**config.mk**
```make
export PLATFORM = sky130hd
export DESIGN_NAME = exe_mem_issue
export DESIGN_NICKNAME = d
export VERILOG_FILES = /design/src/rtl/exe_mem_issue.sv
export SDC_FILE = /design/constraint.sdc
export NUM_CORES = 1
export LEC_CHECK = 0
export ABC_AREA = 1
export CAP_MARGIN = 15
export CORE_AREA = 2 2 201 203
export CTS_BUF_LIST = sky130_fd_sc_hd__clkbuf_8
export DETAILED_ROUTE_END_ITERATION = 8
export DIE_AREA = 0 0 203 205
export PLACE_DENSITY = 0.62
export SLEW_MARGIN = 0
export SYNTH_ARGS = -nofsm -noshare
export SYNTH_HDL_FRONTEND = slang
export SYNTH_SLANG_ARGS = --single-unit
```
**constraint.sdc**
```tcl
create_clock -name clk -period 15.2 [get_ports clk]
set_input_delay 3.04 -clock clk [delete_from_list [all_inputs] [get_ports clk]]
set_output_delay 3.04 -clock clk [all_outputs]
set_load 0.005 [all_outputs]
```
**src/rtl/exe_mem_issue.sv**
```systemverilog
// Execute-stage memory-request issuer: effective address, misalignment check,
// data SRAM req/addr_ok handshake, and tracking of responses orphaned by a flush.
module exe_mem_issue #(
  parameter int unsigned PAY_W = 150
) (
  input  logic               clk,
  input  logic               reset,
  input  logic               ID_to_EXE_valid,
  output logic               EXE_allow,
  input  logic [PAY_W-1:0]   id_payload,
  input  logic [31:0]        id_base,
  input  logic [31:0]        id_offset,
  input  logic [31:0]        id_st_data,
  input  logic               id_mem_re,
  input  logic               id_mem_we,
  input  logic [1:0]         id_mem_size,
  input  logic               id_exception,
  input  logic               MEM_allow,
  input  logic               MEM_exception,
  input  logic               WB_exception,
  input  logic               MEM_wait_data,
  output logic               EXE_to_MEM_valid,
  output logic [PAY_W+33:0]  EXE_to_MEM_bus,
  output logic               data_sram_req,
  output logic               data_sram_wr,
  output logic [1:0]         data_sram_size,
  output logic [3:0]         data_sram_wstrb,
  output logic [31:0]        data_sram_addr,
  output logic [31:0]        data_sram_wdata,
  input  logic               data_sram_addr_ok,
  input  logic               data_sram_data_ok,
  output logic               data_ok_mask
);

  typedef enum logic [1:0] {StIdle, StWait, StDone, StDrain} state_e;

  state_e            state_q, state_d;
  logic [1:0]        cnt_q, cnt_d;
  logic              exe_valid_q;
  logic [PAY_W-1:0]  payload_q;
  logic [31:0]       base_q, offset_q, st_data_q;
  logic              mem_re_q, mem_we_q, exc_q;
  logic [1:0]        size_q;

  logic [31:0] addr;
  logic [31:0] wdata;
  logic [3:0]  wstrb;
  logic        ex_ale, issue_needed, issue_ok;
  logic        req, go, mem_req, inflight;
  logic        load;

  assign load = ID_to_EXE_valid & EXE_allow;

  // EXE pipeline register: valid flag plus operands captured from decode
  always_ff @(posedge clk or posedge reset) begin
    if (reset) begin
      exe_valid_q <= 1'b0;
      payload_q   <= '0;
      base_q      <= '0;
      offset_q    <= '0;
      st_data_q   <= '0;
      mem_re_q    <= 1'b0;
      mem_we_q    <= 1'b0;
      size_q      <= 2'd0;
      exc_q       <= 1'b0;
    end else begin
      if (WB_exception) begin
        exe_valid_q <= 1'b0;
      end else if (EXE_allow) begin
        exe_valid_q <= ID_to_EXE_valid;
      end
      if (load) begin
        payload_q <= id_payload;
        base_q    <= id_base;
        offset_q  <= id_offset;
        st_data_q <= id_st_data;
        mem_re_q  <= id_mem_re;
        mem_we_q  <= id_mem_we;
        size_q    <= id_mem_size;
        exc_q     <= id_exception;
      end
    end
  end

  // Effective address, alignment check and store lane shaping
  always_comb begin
    addr   = base_q + offset_q;
    ex_ale = ((size_q == 2'd1) & addr[0]) | ((size_q == 2'd2) & (addr[1:0] != 2'b00));
    case (size_q)
      2'd0: begin
        wstrb = 4'b0001 << addr[1:0];
        wdata = {4{st_data_q[7:0]}};
      end
      2'd1: begin
        wstrb = 4'b0011 << {addr[1], 1'b0};
        wdata = {2{st_data_q[15:0]}};
      end
      default: begin
        wstrb = 4'b1111;
        wdata = st_data_q;
      end
    endcase
  end

  // Memory op that would go to the bus unless the orphan counter is still draining
  assign issue_needed = (mem_re_q | mem_we_q) & ~ex_ale & ~exc_q & ~MEM_exception &
                        ~WB_exception;
  assign issue_ok     = exe_valid_q & issue_needed & (cnt_q == 2'd0);

  // Request FSM: next state, req, handoff permission and accepted-request tag
  always_comb begin
    state_d  = state_q;
    req      = 1'b0;
    go       = 1'b0;
    mem_req  = 1'b0;
    inflight = 1'b0;
    unique case (state_q)
      StIdle: begin
        req      = issue_ok;
        go       = ~issue_needed | (req & data_sram_addr_ok);
        mem_req  = req & data_sram_addr_ok;
        inflight = req & data_sram_addr_ok;
        if (req & ~data_sram_addr_ok) begin
          state_d = StWait;
        end else if (req & data_sram_addr_ok & ~MEM_allow) begin
          state_d = StDone;
        end
      end
      StWait: begin
        req      = 1'b1;
        go       = data_sram_addr_ok;
        mem_req  = data_sram_addr_ok;
        inflight = 1'b1;
        // A flush racing the accept leaves nothing to hand off, so go straight to idle
        if (data_sram_addr_ok) begin
          state_d = (MEM_allow | WB_exception) ? StIdle : StDone;
        end else if (WB_exception) begin
          state_d = StDrain;
        end
      end
      StDone: begin
        go       = 1'b1;
        mem_req  = 1'b1;
        inflight = 1'b1;
        if (MEM_allow | WB_exception) begin
          state_d = StIdle;
        end
      end
      StDrain: begin
        // Flushed instruction's req must still complete its handshake
        req = 1'b1;
        if (data_sram_addr_ok) begin
          state_d = StIdle;
        end
      end
      default: state_d = StIdle;
    endcase
  end

  // Orphaned-response counter: add flushed outstanding requests, drop one per data_ok
  always_comb begin
    cnt_d = cnt_q;
    if (WB_exception) begin
      cnt_d = cnt_d + {1'b0, MEM_wait_data} + {1'b0, inflight};
    end
    if (data_sram_data_ok & (cnt_q != 2'd0)) begin
      cnt_d = cnt_d - 2'd1;
    end
  end

  // FSM state and orphan counter registers
  always_ff @(posedge clk or posedge reset) begin
    if (reset) begin
      state_q <= StIdle;
      cnt_q   <= 2'd0;
    end else begin
      state_q <= state_d;
      cnt_q   <= cnt_d;
    end
  end

  assign EXE_allow        = ~reset & (state_q != StDrain) & (~exe_valid_q | (go & MEM_allow));
  assign EXE_to_MEM_valid = exe_valid_q & go;
  assign EXE_to_MEM_bus   = {payload_q, addr, ex_ale, mem_req};
  assign data_sram_req    = req;
  assign data_sram_wr     = mem_we_q;
  assign data_sram_size   = size_q;
  assign data_sram_wstrb  = mem_we_q ? wstrb : 4'b0000;
  assign data_sram_addr   = addr;
  assign data_sram_wdata  = wdata;
  assign data_ok_mask     = (cnt_q != 2'd0);

endmodule

```
==> impl_metrics.ini <==
[sta]
hold_violations = 0
hold_slack_ns = 0.468
fmax_mhz = 124
fin_worst_skew_ns = 0.0263
relSlewSlack = 0.237
period_share = 0.530
setup_ws_ns = 7.14
rsz0062_at_grt = no
timing.final.crit_period_ns = 8.06
maxSlewViolCount = 0
tns_ns = 0
setup_viol = 0
worstMarginPinSlew_ns = 1.15

[grt]
grt_use_total = 0.239
grt_use_met1 = 0.287
use_met2 = 0.395
grt_first_pass_wirelength_um = 78000
antenna_found_initial = 15
grt_max_degree = 122
busiest_layer = met2
grt_pass1_vias = 13500
grt.met3_usage = 0.0687
gr-total-overflow = 0

[flow_run]
max_cap_viol_count = 0

[final_layout]
area_growth_pct = 45.0
fin_cells = 2666
drive_gt1_frac = 0.0409
final_util = 0.496
nets = 2395
final_cell_area_mm2 = 0.0195

[cts]
htree_levels = 2
root_buffer = clkbuf_8
clk_latency_ns = 0.63
cts_tree = built
clockBufferDepth = 3
cts_buffers = 49
cts_resized = 0
post-cts-setup-buffer-count = 0
cts.sinks = 256
cts_hold_buffers = 0
clk_pin_slew_ns = 0.05

[hold_path]
hold_path_depth = 2
worstHoldStart = payload_q[54]
hp-class = flop to flop

[placed_design]
port_buffers = 518
place_ws_ns = 7.18
gp_congestion = 0.969
dp_cells = 2571
dp_hpwl_um = 35700
place_area_mm2 = 0.0185

[logic_synthesis]
ys_seq_elements = 256
synth.avg_cell_area_um2 = 8.05
synth_fp_nets = 1971
ys_warn_count = 0
syn-instance-count = 1673
synth_seq_area_share = 0.476
synth_top_area_frac = 0.476
yosysUniqueCellTypes = 28
syn-cell-area_mm2 = 0.0135
synthTopCellsByArea = dfrtp_1 48%, nand2_1 19%, nand4_1 12%, ha_1 3.3%, buf_4 2.5%
synth_top_cell_by_area = dfrtp_1

[critical_path]
reg2reg_slack_ns = 10.97
cp_data_required_time_ns = 12.16
crit_fanout = 7
worstSetupEndpointType = output port
ff2ff_path_depth = 14
cpMaxStageDelayCell = clkdlybuf4s50_1
cp_cell_sequence = clkdlybuf4s50_1, inv_1, nand2_1, nor2_1, nand4_1, nor2_1, nand2_1, a21oi_1, clkdlybuf4s50_1
slowest_delay_ns = 0.54
crit_start = WB_exception
crit_arrival_ns = 5.02
r2r-start = base_q[0]
critPathKind = input port to output port
start_kind = input port

[floorplan]
io_pins = 519
die_w_um = 203
core_mm2 = 0.0394
rows = 73
die-height_um = 205
start_util = 0.342
dieArea_mm2 = 0.0416

[route]
avgViaCountPerCell = 5.05
ant_nets = 0
routedWlPerCell_um = 19.1
dr.pass1.iters = 5
drtIter0Drc = 938
drc = 0
routed_wl_um = 50800
routed-via-count = 13500

[pwr]
intPower_mw = 1.80
p_total_mw = 2.72
max-vdd-ir-drop_v = 0.0000698
leakagePower_nw = 9.50
power.density_mw_per_mm2 = 139
clkPwrFrac = 0.261
switching_share = 0.340
seq_power_share = 0.331
switchingPower_mw = 0.925
p_comb_frac = 0.407

[status]
status = finished clean
[Yosys cell counts, drive strengths merged]
master,count
nand3,32
a21oi,41
xnor2,7
nor3,3
a31oi,3
o211ai,6
nand2,668
fa,2
o21bai,9
xor2,21
buf,107
or3b,1
ha,36
a21boi,3
nand3b,3
nor2,44
clkbuf,51
o21ai,35
a21o,5
inv,77
dfrtp,256
and2,1
and3,1
nand4,261
[state kept, by name (all words and copies together), names as in the netlist]
signal and count:
base_q 32, exc_q 1, exe_valid_q 1, state_q 2, data_sram_wr 1, offset_q 32
cnt_q 2, payload_q 150, st_data_q 32, mem_re_q 1, data_sram_size 2
[power by group through the flow]
stage | combinational [mW] | sequential [mW] | clock [mW]
3_3_place_gp | 1.10 | 0.906 | 0
3_5_place_dp | 1.11 | 0.908 | 0
4_1_cts | 1.12 | 0.901 | 0.733
6_report | 1.11 | 0.902 | 0.711
2_1_floorplan | 0.538 | 0.898 | 0
5_1_grt | 1.21 | 0.918 | 0.760
[layout make-up]
| type | instances | area (um^2) |
|---|---|---|
| antenna | 13 | 32.5 |
| clock buffer | 62 | 853 |
| clock inverter | 20 | 143 |
| fill | 3812 | 19800 |
| inverter | 77 | 297 |
| multi-input combinational | 1182 | 5860 |
| sequential | 256 | 6410 |
| tap | 525 | 657 |
| timing repair buffer | 531 | 5290 |
[placed cells by master (no fill, tap or decap), types with 7 or more instances in the layout]
master           Yosys  layout
clkdlybuf4s50_1      0     517
nand3_1             31      31
nor2_1              44      43
diode_2              0      13
nand4_1            261     261
xnor2_1              7       7
o21ai_0             35      35
a21oi_1             41      41
ha_1                36      36
xor2_1              21      21
nand2_1            668     667
dfrtp_1            256     256
o21bai_1             9       9
inv_1               77      90
buf_4               45      13
clkbuf_8             0      63
[final timing paths]
path                                endpoint
setup / recovery           EXE_to_MEM_bus[0]
setup reg to reg               payload_q[73]
hold reg to reg                payload_q[54]
min in group asynchronous     payload_q[147]
hold / removal                 payload_q[54]
max in group asynchronous      payload_q[12]
[routing by layer]
metal  up-vias  share of wire
met5         -        0.00055
met4         4          0.038
met3       103          0.082
met2       510           0.49
met1      6418           0.39
li1       6415              -
[cell families (layout without fill, tap and decap cells)]
| kind of cell | Yosys count | in the layout | share of synthesized area |
|---|---|---|---|
| simple gates | 1014 | 1014 | 0.336 |
| flops | 256 | 256 | 0.476 |
| buf+inv | 235 | 690 | 0.0911 |
| compound gates | 102 | 102 | 0.0424 |
| fa+ha+maj | 38 | 38 | 0.0364 |
| xor+xnor | 28 | 28 | 0.0182 |
| other cells | 0 | 13 | 0 |
[worst max-delay path: cells and delay by family]
family / cells / cell delay [ns]
AOI/OAI and AO/OA: 1 / 0.15
buffers and inverters: 3 / 1.17
and+or+nand+nor: 5 / 0.65
No activity file was read; power rests on OpenSTA's default activity.
